$ cat src/rtl/tmds_pkg.sv
// Shared TMDS constants and helpers: control codes, depth expansion and ones count.
package tmds_pkg;

  localparam logic [9:0] CTRL_00    = 10'b1101010100;
  localparam logic [9:0] CTRL_01    = 10'b0010101011;
  localparam logic [9:0] CTRL_10    = 10'b0101010100;
  localparam logic [9:0] CTRL_11    = 10'b1010101011;
  localparam logic [9:0] RESET_CODE = CTRL_00;

  // v holds the colour value right-aligned; its MSB-first bit pattern is repeated into 8 bits.
  function automatic logic [7:0] expand_depth(input logic [7:0] v, input int depth);
    logic [7:0] r;
    int src;
    int dst;
    r = '0;
    for (int i = 0; i < 8; i++) begin
      src = depth - 1 - (i % depth);
      dst = 7 - i;
      r[dst[2:0]] = v[src[2:0]];
    end
    return r;
  endfunction

  function automatic logic [3:0] ones8(input logic [7:0] x);
    logic [3:0] n;
    n = '0;
    for (int i = 0; i < 8; i++) begin
      n = n + {3'b000, x[i]};
    end
    return n;
  endfunction

endpackage

$ cat src/rtl/tmds_channel_encoder.sv
// One TMDS channel: transition-minimising stage A, DC-balancing stage B with its
// running disparity counter, and control-code insertion while blanked.
module tmds_channel_encoder
  import tmds_pkg::*;
(
  input  logic       clk_pixel,
  input  logic       reset,
  input  logic [7:0] data,
  input  logic [1:0] c,
  input  logic       blank,
  output logic [9:0] out
);

  function automatic logic [8:0] stage_a(input logic [7:0] d);
    logic [3:0] n;
    logic       use_xnor;
    logic [8:0] q;
    n        = ones8(d);
    use_xnor = (n > 4'd4) || ((n == 4'd4) && !d[0]);
    q        = '0;
    q[0]     = d[0];
    for (int i = 1; i < 8; i++) begin
      q[i] = use_xnor ? ~(q[i-1] ^ d[i]) : (q[i-1] ^ d[i]);
    end
    q[8] = ~use_xnor;
    return q;
  endfunction

  logic [8:0]        qm_q;
  logic [1:0]        c_q;
  logic              blank_q;
  logic [9:0]        out_q, out_d;
  logic signed [5:0] cnt_q, cnt_d;

  logic [3:0]        n1_b;
  logic signed [5:0] diff_b;     // N1 - N0 of q_m[7:0]
  logic signed [5:0] two_q8_b;
  logic signed [5:0] two_nq8_b;

  assign n1_b      = ones8(qm_q[7:0]);
  assign diff_b    = $signed({1'b0, n1_b, 1'b0}) - 6'sd8;
  assign two_q8_b  = $signed({3'b000, qm_q[8], 1'b0});
  assign two_nq8_b = $signed({3'b000, ~qm_q[8], 1'b0});

  always_comb begin
    out_d = RESET_CODE;
    cnt_d = cnt_q;
    if (blank_q) begin
      cnt_d = 6'sd0;
      unique case (c_q)
        2'b00:   out_d = CTRL_00;
        2'b01:   out_d = CTRL_01;
        2'b10:   out_d = CTRL_10;
        default: out_d = CTRL_11;
      endcase
    end else if ((cnt_q == 6'sd0) || (diff_b == 6'sd0)) begin
      out_d = {~qm_q[8], qm_q[8], qm_q[8] ? qm_q[7:0] : ~qm_q[7:0]};
      cnt_d = qm_q[8] ? (cnt_q + diff_b) : (cnt_q - diff_b);
    end else if (((cnt_q > 6'sd0) && (diff_b > 6'sd0)) ||
                 ((cnt_q < 6'sd0) && (diff_b < 6'sd0))) begin
      out_d = {1'b1, qm_q[8], ~qm_q[7:0]};
      cnt_d = cnt_q + two_q8_b - diff_b;
    end else begin
      out_d = {1'b0, qm_q[8], qm_q[7:0]};
      cnt_d = cnt_q + diff_b - two_nq8_b;
    end
  end

  // Reset leaves stage A looking blanked so no half-encoded word leaks out afterwards.
  always_ff @(posedge clk_pixel) begin
    if (reset) begin
      qm_q    <= '0;
      c_q     <= 2'b00;
      blank_q <= 1'b1;
      out_q   <= RESET_CODE;
      cnt_q   <= 6'sd0;
    end else begin
      qm_q    <= stage_a(data);
      c_q     <= c;
      blank_q <= blank;
      out_q   <= out_d;
      cnt_q   <= cnt_d;
    end
  end

  assign out = out_q;

endmodule

$ cat src/rtl/vga2tmds_encoder.sv
// VGA RGB of 1..8 bits per colour to three TMDS words per pixel; optional input
// register, depth expansion and blank polarity normalisation ahead of the channel encoders.
module vga2tmds_encoder
  import tmds_pkg::*;
#(
  parameter int C_depth             = 3,
  parameter int C_register_input    = 1,
  parameter int C_blank_active_high = 1
) (
  input  logic               clk_pixel,
  input  logic               reset,
  input  logic [C_depth-1:0] in_red,
  input  logic [C_depth-1:0] in_green,
  input  logic [C_depth-1:0] in_blue,
  input  logic               in_hsync,
  input  logic               in_vsync,
  input  logic               in_blank,
  output logic [9:0]         out_red,
  output logic [9:0]         out_green,
  output logic [9:0]         out_blue
);

  logic               blank_norm;
  logic [C_depth-1:0] red_s, green_s, blue_s;
  logic               hsync_s, vsync_s, blank_s;

  assign blank_norm = (C_blank_active_high != 0) ? in_blank : ~in_blank;

  generate
    if (C_register_input != 0) begin : g_in_reg
      logic [C_depth-1:0] red_q, green_q, blue_q;
      logic               hsync_q, vsync_q, blank_q;

      always_ff @(posedge clk_pixel) begin
        if (reset) begin
          red_q   <= '0;
          green_q <= '0;
          blue_q  <= '0;
          hsync_q <= 1'b0;
          vsync_q <= 1'b0;
          blank_q <= 1'b1;
        end else begin
          red_q   <= in_red;
          green_q <= in_green;
          blue_q  <= in_blue;
          hsync_q <= in_hsync;
          vsync_q <= in_vsync;
          blank_q <= blank_norm;
        end
      end

      assign red_s   = red_q;
      assign green_s = green_q;
      assign blue_s  = blue_q;
      assign hsync_s = hsync_q;
      assign vsync_s = vsync_q;
      assign blank_s = blank_q;
    end else begin : g_in_direct
      assign red_s   = in_red;
      assign green_s = in_green;
      assign blue_s  = in_blue;
      assign hsync_s = in_hsync;
      assign vsync_s = in_vsync;
      assign blank_s = blank_norm;
    end
  endgenerate

  logic [7:0] red_w, green_w, blue_w;
  logic [7:0] chan_data [3];
  logic [1:0] chan_ctrl [3];
  logic [9:0] chan_out  [3];

  // Channel index follows TMDS numbering: 0 blue (carries syncs), 1 green, 2 red.
  always_comb begin
    red_w                  = '0;
    green_w                = '0;
    blue_w                 = '0;
    red_w[C_depth-1:0]     = red_s;
    green_w[C_depth-1:0]   = green_s;
    blue_w[C_depth-1:0]    = blue_s;
    chan_data[0]           = expand_depth(blue_w, C_depth);
    chan_data[1]           = expand_depth(green_w, C_depth);
    chan_data[2]           = expand_depth(red_w, C_depth);
    chan_ctrl[0]           = {vsync_s, hsync_s};
    chan_ctrl[1]           = 2'b00;
    chan_ctrl[2]           = 2'b00;
  end

  generate
    for (genvar gi = 0; gi < 3; gi++) begin : g_chan
      tmds_channel_encoder u_enc (
        .clk_pixel (clk_pixel),
        .reset     (reset),
        .data      (chan_data[gi]),
        .c         (chan_ctrl[gi]),
        .blank     (blank_s),
        .out       (chan_out[gi])
      );
    end
  endgenerate

  assign out_blue  = chan_out[0];
  assign out_green = chan_out[1];
  assign out_red   = chan_out[2];

endmodule
$ cat config.mk
export PLATFORM = sky130hd
export DESIGN_NAME = vga2tmds_encoder
export DESIGN_NICKNAME = d
export VERILOG_FILES = /design/src/rtl/tmds_pkg.sv /design/src/rtl/tmds_channel_encoder.sv /design/src/rtl/vga2tmds_encoder.sv
export SDC_FILE = /design/constraint.sdc
export NUM_CORES = 1
export LEC_CHECK = 0
export BUFFER_PORTS_ARGS = -buffer_cell sky130_fd_sc_hd__buf_2
export CAP_MARGIN = 10
export CORE_MARGIN = 8
export CORE_UTILIZATION = 30
export CTS_CLUSTER_SIZE = 28
export DETAILED_ROUTE_END_ITERATION = 6
export GPL_TIMING_DRIVEN = 0
export HOLD_SLACK_MARGIN = 0.02
export PLACE_DENSITY = 0.45
export SLEW_MARGIN = 20
export SYNTH_ARGS = -nofsm -noshare
export SYNTH_HDL_FRONTEND = slang
export SYNTH_SLANG_ARGS = --single-unit
export TNS_END_PERCENT = 5
$ cat constraint.sdc
create_clock -name clk_pixel -period 4.1 [get_ports clk_pixel]
set_clock_uncertainty 0.2 [all_clocks]
set_input_delay 0.82 -clock clk_pixel [delete_from_list [all_inputs] [get_ports clk_pixel]]
set_output_delay 0.82 -clock clk_pixel [all_outputs]
set_load 0.01 [all_outputs]
==> metrics, run 1 <==
Root Buffer=clkbuf_16; Num CTS Buffers=9; Initial DRT Pass Iterations=4; Layout Utilization=38.12%; Yosys reg bits=85; worst-skew pair later-pin latency=0.35 ns; Fmax achieved=228.4 MHz; drt first-iter violations=157; final setup fails=37; vias in the first global route=4,603; CTS Buffer Depth=2; total global-route track usage=11.58%; pin count of the biggest net entering global routing=15; Total Power=4.149 mW; Worst Tran Pin Value=0.8493 ns; Synth Flop Type=dfxtp_1; Final min period=4.379 ns; register area share after synthesis=28.54%; floorplan core area=19,460 µm²; synth-to-layout area growth=24.43%; RSZ-0062 raised after global routing=yes; Setup WS post-layout=-0.2787 ns; Vias/cell=4.442; Yosys cell types=50; period utilization=106.8%; die width=157.0 µm; max-cap viol count=0; EDFF count, synth=0; # fillers=1,929; syn nets=748; GR Overflow Total=0; crit start category=flop; Synth top area share=28.54%; final hold vios=0; clock-pin slew on the worst setup and hold paths=0.07 ns; diode count=0; ys async rst share=0%; Worst slew margin=43.17%; number of I/O pins=44; drt wl/cell=14.19 µm; crit-path max FO=7; YS warnings=0; biggest area consumer among synthesized cells=dfxtp_1; initial antenna violation count=0; Post-DRT Antenna Nets=0; first-pass GRT wire length=22.68 mm; Max VDD drop=0.2031 mV; Place WS=-0.6493 ns; Post-Synthesis Cells=625; status=complete, but fails checks; Mapped Area=5962 µm²; Post-CTS Hold Buffers=0; Detailed Route WL=13.62 mm; placed cells=932; Worst EP arrival=4.46 ns; Die H=157.0 µm; final net count=814; Crit. End Element=flop; pwr dens=559.3 nW/µm²; placed wire-length estimate=10.86 mm; Cell Count, Final, Fillers Out=960; HP Class=flop to flop; die footprint=24,640 µm²; H-tree Lvls=3; Worst Setup Path Type=flop to flop; Synth area leaders=dfxtp_1, ha_1, fa_1; placer's final routability congestion estimate=0.8102; Port-buffer cells=42; violated checks=negative setup slack; max-slew violation count=0; Initial Utilization=30.63%; Worst Hold Slack=0.2291 ns; CTS tree=done; Num Clock Sinks=85; Vias=4,264; DRC=0; Avg Cell Area, Syn=9.539 µm²; Req. time, crit path=4.18 ns; row cnt=51; share of cells above drive strength 1=23.45%; LEAKAGE=3.074 nW
## critical path: stages, from the launching register on
cell and delay, ns:
dfxtp_2 0.33, ha_4 0.26, inv_2 0.03, fa_1 0.49
fa_1 0.44, fa_2 0.37, fa_2 0.40, xnor2_4 0.28
buf_4 0.16, ha_1 0.31, ha_1 0.27, a221oi_2 0.24
xnor2_1 0.21, o22ai_2 0.12, a211oi_2 0.21
## synth_stat cells (4+ instances only)
master	count
dfxtp_1	85
nor3_1	13
or2_2	6
a311oi_1	4
ha_1	72
nand2b_1	7
o21a_1	12
or3_1	4
o211ai_1	5
nand2_1	20
nor2_1	46
a211oi_1	9
a21oi_1	20
inv_1	78
o21ai_0	26
clkbuf_1	12
xnor2_1	59
nor2b_1	28
xor2_1	14
o21bai_1	5
fa_1	37
nand3_1	16
mux2i_1	8
## through the flow
| step | TNS (ns) | area (µm²) |
|---|---|---|
| 5_1_grt | -10.79 | 7418 |
| 3_5_place_dp | -19.36 | 6678 |
| 2_1_floorplan | -4.102 | 6136 |
| 4_1_cts | -5.173 | 7222 |
| 6_report | -4.419 | 7418 |
| 3_3_place_gp | -18.24 | 6678 |
## report_power, final
group	switching, mW	internal, mW	total (mW)
Combinational	1.26	1.13	2.39
Sequential	0.0629	0.893	0.956
Clock	0.358	0.444	0.802
Total	1.68	2.47	4.15
## state kept, by name (all words and copies together), names as in the netlist
register / count
g_in_reg.vsync_q: 1
g_chan.u_enc.cnt_q: 15
g_chan.u_enc.out: 30
g_in_reg.red_q: 3
g_chan.u_enc.blank_q: 1
g_chan.u_enc.c_q: 2
g_in_reg.hsync_q: 1
g_in_reg.green_q: 3
blank_s: 1
blue_s: 3
g_chan.u_enc.qm_q: 25
## worst paths after layout
check                     startpoint                       end  slack (ns)  cells past startpoint
max          g_chan[0].u_enc.qm_q[7]  g_chan[0].u_enc.cnt_q[4]       -0.28                     14
min                          blank_s   g_chan[2].u_enc.blank_q        0.23                      1
max reg2reg  g_chan[0].u_enc.qm_q[7]  g_chan[0].u_enc.cnt_q[4]       -0.28                     14
min reg2reg                  blank_s   g_chan[2].u_enc.blank_q        0.23                      1
## per-layer routing
layer | part of all wire [%] | track usage (%)
met4 | 1.5 | 3.616
met1 | 46 | 13.85
met3 | 3.0 | 2.331
met2 | 49 | 20.45
met5 | 0 | 0
## final cells by class
class	instances	area, µm²	area share [%]
Inverter	79	296.5	3.997
Timing Repair Buffer	55	320.3	4.318
Buffer	14	60.06	0.8096
Clock inverter	4	31.28	0.4217
Multi-Input combinational cell	447	4417	59.54
Clock buffer	11	252.7	3.407
Tap cell	265	331.6	4.470
Sequential cell	85	1709	23.04
## logic make-up (layout without fill, tap and decap cells)
| group | Yosys count | after routing | share of synthesized area, % |
|---|---|---|---|
| buffers and inverters | 93 | 163 | 5.918 |
| XOR/XNOR | 75 | 75 | 11.48 |
| AND/OR/NAND/NOR | 154 | 154 | 13.24 |
| AO/OA/AOI/OAI | 97 | 97 | 10.96 |
| multiplexers | 12 | 12 | 2.329 |
| adder cells (fa/ha/maj) | 109 | 109 | 27.53 |
| flip-flops | 85 | 85 | 28.54 |
## cells in the final DEF (no fill, tap or decap), types with 9 or more instances in the layout
master / n
a21oi_1: 16
buf_2: 42
buf_4: 12
clkbuf_1: 12
clkbuf_16: 9
dfxtp_1: 79
fa_1: 27
fa_2: 10
ha_1: 51
ha_4: 17
inv_1: 72
nand2_1: 20
nand3_1: 14
nor2_1: 43
nor2b_1: 26
nor3_1: 12
o21a_1: 12
o21ai_0: 20
xnor2_1: 53
xor2_1: 14
## repair_timing
action,4_1_cts,5_1_grt
setup endpoints to repair,42,42
resized for setup,36,38
pin swaps,29,19
setup buffers,8,5
Power figures use the tool's default switching activity.
==> run 2: changes to the inputs <==
- ABC_AREA: default -> 1
- PLACE_DENSITY: 0.45 -> 0.44
- clock period: 4.1 -> 4.6 ns (I/O delays scaled with it)
==> run 2 against run 1 <==
The flow now finishes without violations. Synthesized area decreased by 1.0%. Sequential power decreased by 12%. Clock power fell by 0.6%. Global-route usage hardly changed. Via count up 7.4%. Largest power group unchanged. Worst setup slack better by 0.36 ns.
==> metrics, run 2 <==
diode count=0 (unchanged); Total Power=3.468 mW (-16%); total global-route track usage=11.57% (about the same); die footprint=24,410 µm² (-0.92%); crit-path cells=ha_4 -> inv_2 -> fa_1 -> fa_1 -> fa_2 -> fa_2 -> xor2_2 -> inv_2 -> ha_4 -> inv_4 -> fa_2 -> nand2_2 -> o21ai_2 -> xor2_1 -> a21oi_1 -> a21oi_1; Layout Utilization=36.31% (-1.8 points); Vias=4,578 (+7.4%); Port-buffer cells=43 (+2.4%); Synth area leaders=dfxtp_1, ha_1, fa_1; Num CTS Buffers=9 (unchanged); Fmax achieved=221.1 MHz (-3.2%); RSZ-0062 raised after global routing=yes; CP top delay family=adder cells; row cnt=51 (unchanged); Num Clock Sinks=85 (unchanged); Yosys cell types=36 (-28%); max-cap viol count=0 (unchanged); die width=156.2 µm (-0.46%); Cell Count, Final, Fillers Out=1,051 (+9.5%); initial antenna violation count=0 (unchanged); Place WS=-0.4259 ns (+0.2234 ns); floorplan core area=19,400 µm² (-0.33%); Detailed Route WL=13.64 mm (+0.19%); WP buf/inv=3 (+1); CP max stage delay=0.61 ns (+0.12 ns); Req. time, crit path=4.67 ns (+0.49 ns); HP Class=flop to flop; Setup WS post-layout=0.07684 ns (+0.3556 ns); commonest cells after routing, fill and taps aside=inv_1, nand2_1, dfxtp_1; Final min period=4.523 ns (+0.1444 ns); final setup fails=0 (-100%); CTS tree=done; Post-DRT Antenna Nets=0 (unchanged); share of cells above drive strength 1=16.92% (-6.5 points); Worst Setup Path Type=flop to flop; commonest non-fill, non-tap cell in the layout=inv_1; worst-skew pair later-pin latency=0.34 ns (about the same); DRC=0 (unchanged); GR Overflow Total=0 (unchanged); Synth top area share=28.84% (+0.30 points); Worst EP arrival=4.59 ns (+0.13 ns); Mapped Area=5901 µm² (-1.0%); Max VDD drop=0.2125 mV (+4.6%); Worst Tran Pin Value=0.6074 ns (-0.2418 ns); ys async rst share=0% (unchanged); Vias/cell=4.356 (-1.9%); CTS Buffer Depth=2 (unchanged); final net count=904 (+11%); crit-path max FO=3 (-4); Avg Cell Area, Syn=8.241 µm² (-14%); synth-to-layout area growth=19.38%; Initial DRT Pass Iterations=4 (unchanged); most common cell in the netlist=inv_1; Synth top cells by count=inv_1, dfxtp_1, nand2_1, ha_1, nor2_1; # fillers=2,051 (+6.3%); YS warnings=0 (unchanged); vias in the first global route=4,604 (+0.022%); status=finished, final reports clean; max reg flops=30 (unchanged); Worst slew margin=59.50% (+16 points); drt first-iter violations=297 (+89%); Yosys reg bits=85 (unchanged); EDFF count, synth=0 (unchanged); placed cells=1,024 (+9.9%); Post-Synthesis Cells=716 (+15%); register area share after synthesis=28.84% (+0.30 points); pwr dens=492.3 nW/µm² (-12%); pin count of the biggest net entering global routing=16 (+1); met2 Use GR=18.89% (-1.6 points); H-tree Lvls=3 (unchanged); placed wire-length estimate=10.79 mm (-0.63%); Worst path slowest cell=fa_2; Crit. End Element=flop; Die H=156.2 µm (-0.46%); LEAKAGE=3.441 nW (+12%); drt wl/cell=12.98 µm (-8.5%); first-pass GRT wire length=22.65 mm (-0.15%); placer's final routability congestion estimate=0.8514 (+5.1%); critical path's most frequent cell=fa_2; biggest area consumer among synthesized cells=dfxtp_1; M3 GR Usage=2.179% (-0.15 points); clock-pin slew on the worst setup and hold paths=0.06 ns (about the same); grt met1 use=15.02% (+1.2 points); Synth Flop Type=dfxtp_1; syn nets=839 (+12%); number of I/O pins=44 (unchanged); crit start category=flop; max-slew violation count=0 (unchanged); Initial Utilization=30.42% (-0.22 points); final hold vios=0 (unchanged); Post-CTS Hold Buffers=0 (unchanged); period utilization=98.33% (-8.5 points); grt peak-use layer=met2; Root Buffer=clkbuf_16
run 2: cell count changes in the layout (fill, tap and decap cells not counted), sizes merged, moves of 14 or more:
cell / change
a21oi: +37
inv: +57
nand2: +65
nand3: +14
nor2: +18
nor2b: -28
o21ai: +30
xnor2: -46
xor2: +16
run 2: area by class of cell:
cell class / instances / area (µm²) / area share, %
tap: 265 / 331.6 / 4.707
multi-input combinational: 487 / 3834 / 54.42
timing repair buffer: 54 / 297.8 / 4.227
clock buffer: 10 / 229.0 / 3.250
inverter: 135 / 509.2 / 7.229
clock inverter: 6 / 93.84 / 1.332
buffer: 9 / 37.54 / 0.5329
sequential: 85 / 1712 / 24.30
run 2: kinds of logic after synthesis:
logic type                 count (synthesis)  share of synthesized area (%)
and+or+nand+nor                          195                          13.93
buffers and inverters                    144                          9.224
AOI/OAI and AO/OA                        140                          13.80
adders and majority gates                109                          27.82
DFF                                       85                          28.84
xor gates and xnor gates                  43                          6.383
run 2: path summary, 6_finish.rpt:
check | from | cells past startpoint | slack, ns | endpoint
max | g_chan[1].u_enc.qm_q[0] | 16 | 0.08 | g_chan[1].u_enc.cnt_q[5]
min | g_in_reg.hsync_q | 2 | 0.20 | g_chan[0].u_enc.c_q[0]
min reg2reg | g_in_reg.hsync_q | 2 | 0.20 | g_chan[0].u_enc.c_q[0]
max reg2reg | g_chan[1].u_enc.qm_q[0] | 16 | 0.08 | g_chan[1].u_enc.cnt_q[5]
run 2: what timing repair did:
| item | in CTS | in global routing |
|---|---|---|
| gates resized for setup | 20 | 24 |
| pin swaps | 9 | 26 |
| setup buffers | 4 | 7 |
| setup endpoints to repair | 14 | 17 |
run 2: tightest hold or removal path, stage by stage, from the launching register on:
cell,delay [ns]
dfxtp_1,0.30
inv_1,0.04
nor2_1,0.03
run 2: per-layer routing:
layer / share of wire, % / vias to the layer above
met5: 0 / -
met4: 1.5 / 0
met3: 3.2 / 12
met2: 47 / 72
met1: 48 / 2106
li1: - / 2388
run 2: power breakdown:
group | switching [mW] | total [mW] | internal (mW)
registers | 0.0483 | 0.842 | 0.794
clock network | 0.315 | 0.797 | 0.482
logic | 1.08 | 1.83 | 0.746
run 2: through the flow:
| stage | hold slack [ns] | area, µm² | TNS, ns |
|---|---|---|---|
| floorplan | 0.1883 | 5908 | 0 |
| global placement | 0.1971 | 6455 | -2.294 |
| detailed placement | 0.1972 | 6455 | -2.331 |
| CTS | 0.2062 | 6908 | -0.03329 |
| global route | 0.2343 | 7044 | -0.2751 |
| finish | 0.2043 | 7044 | 0 |
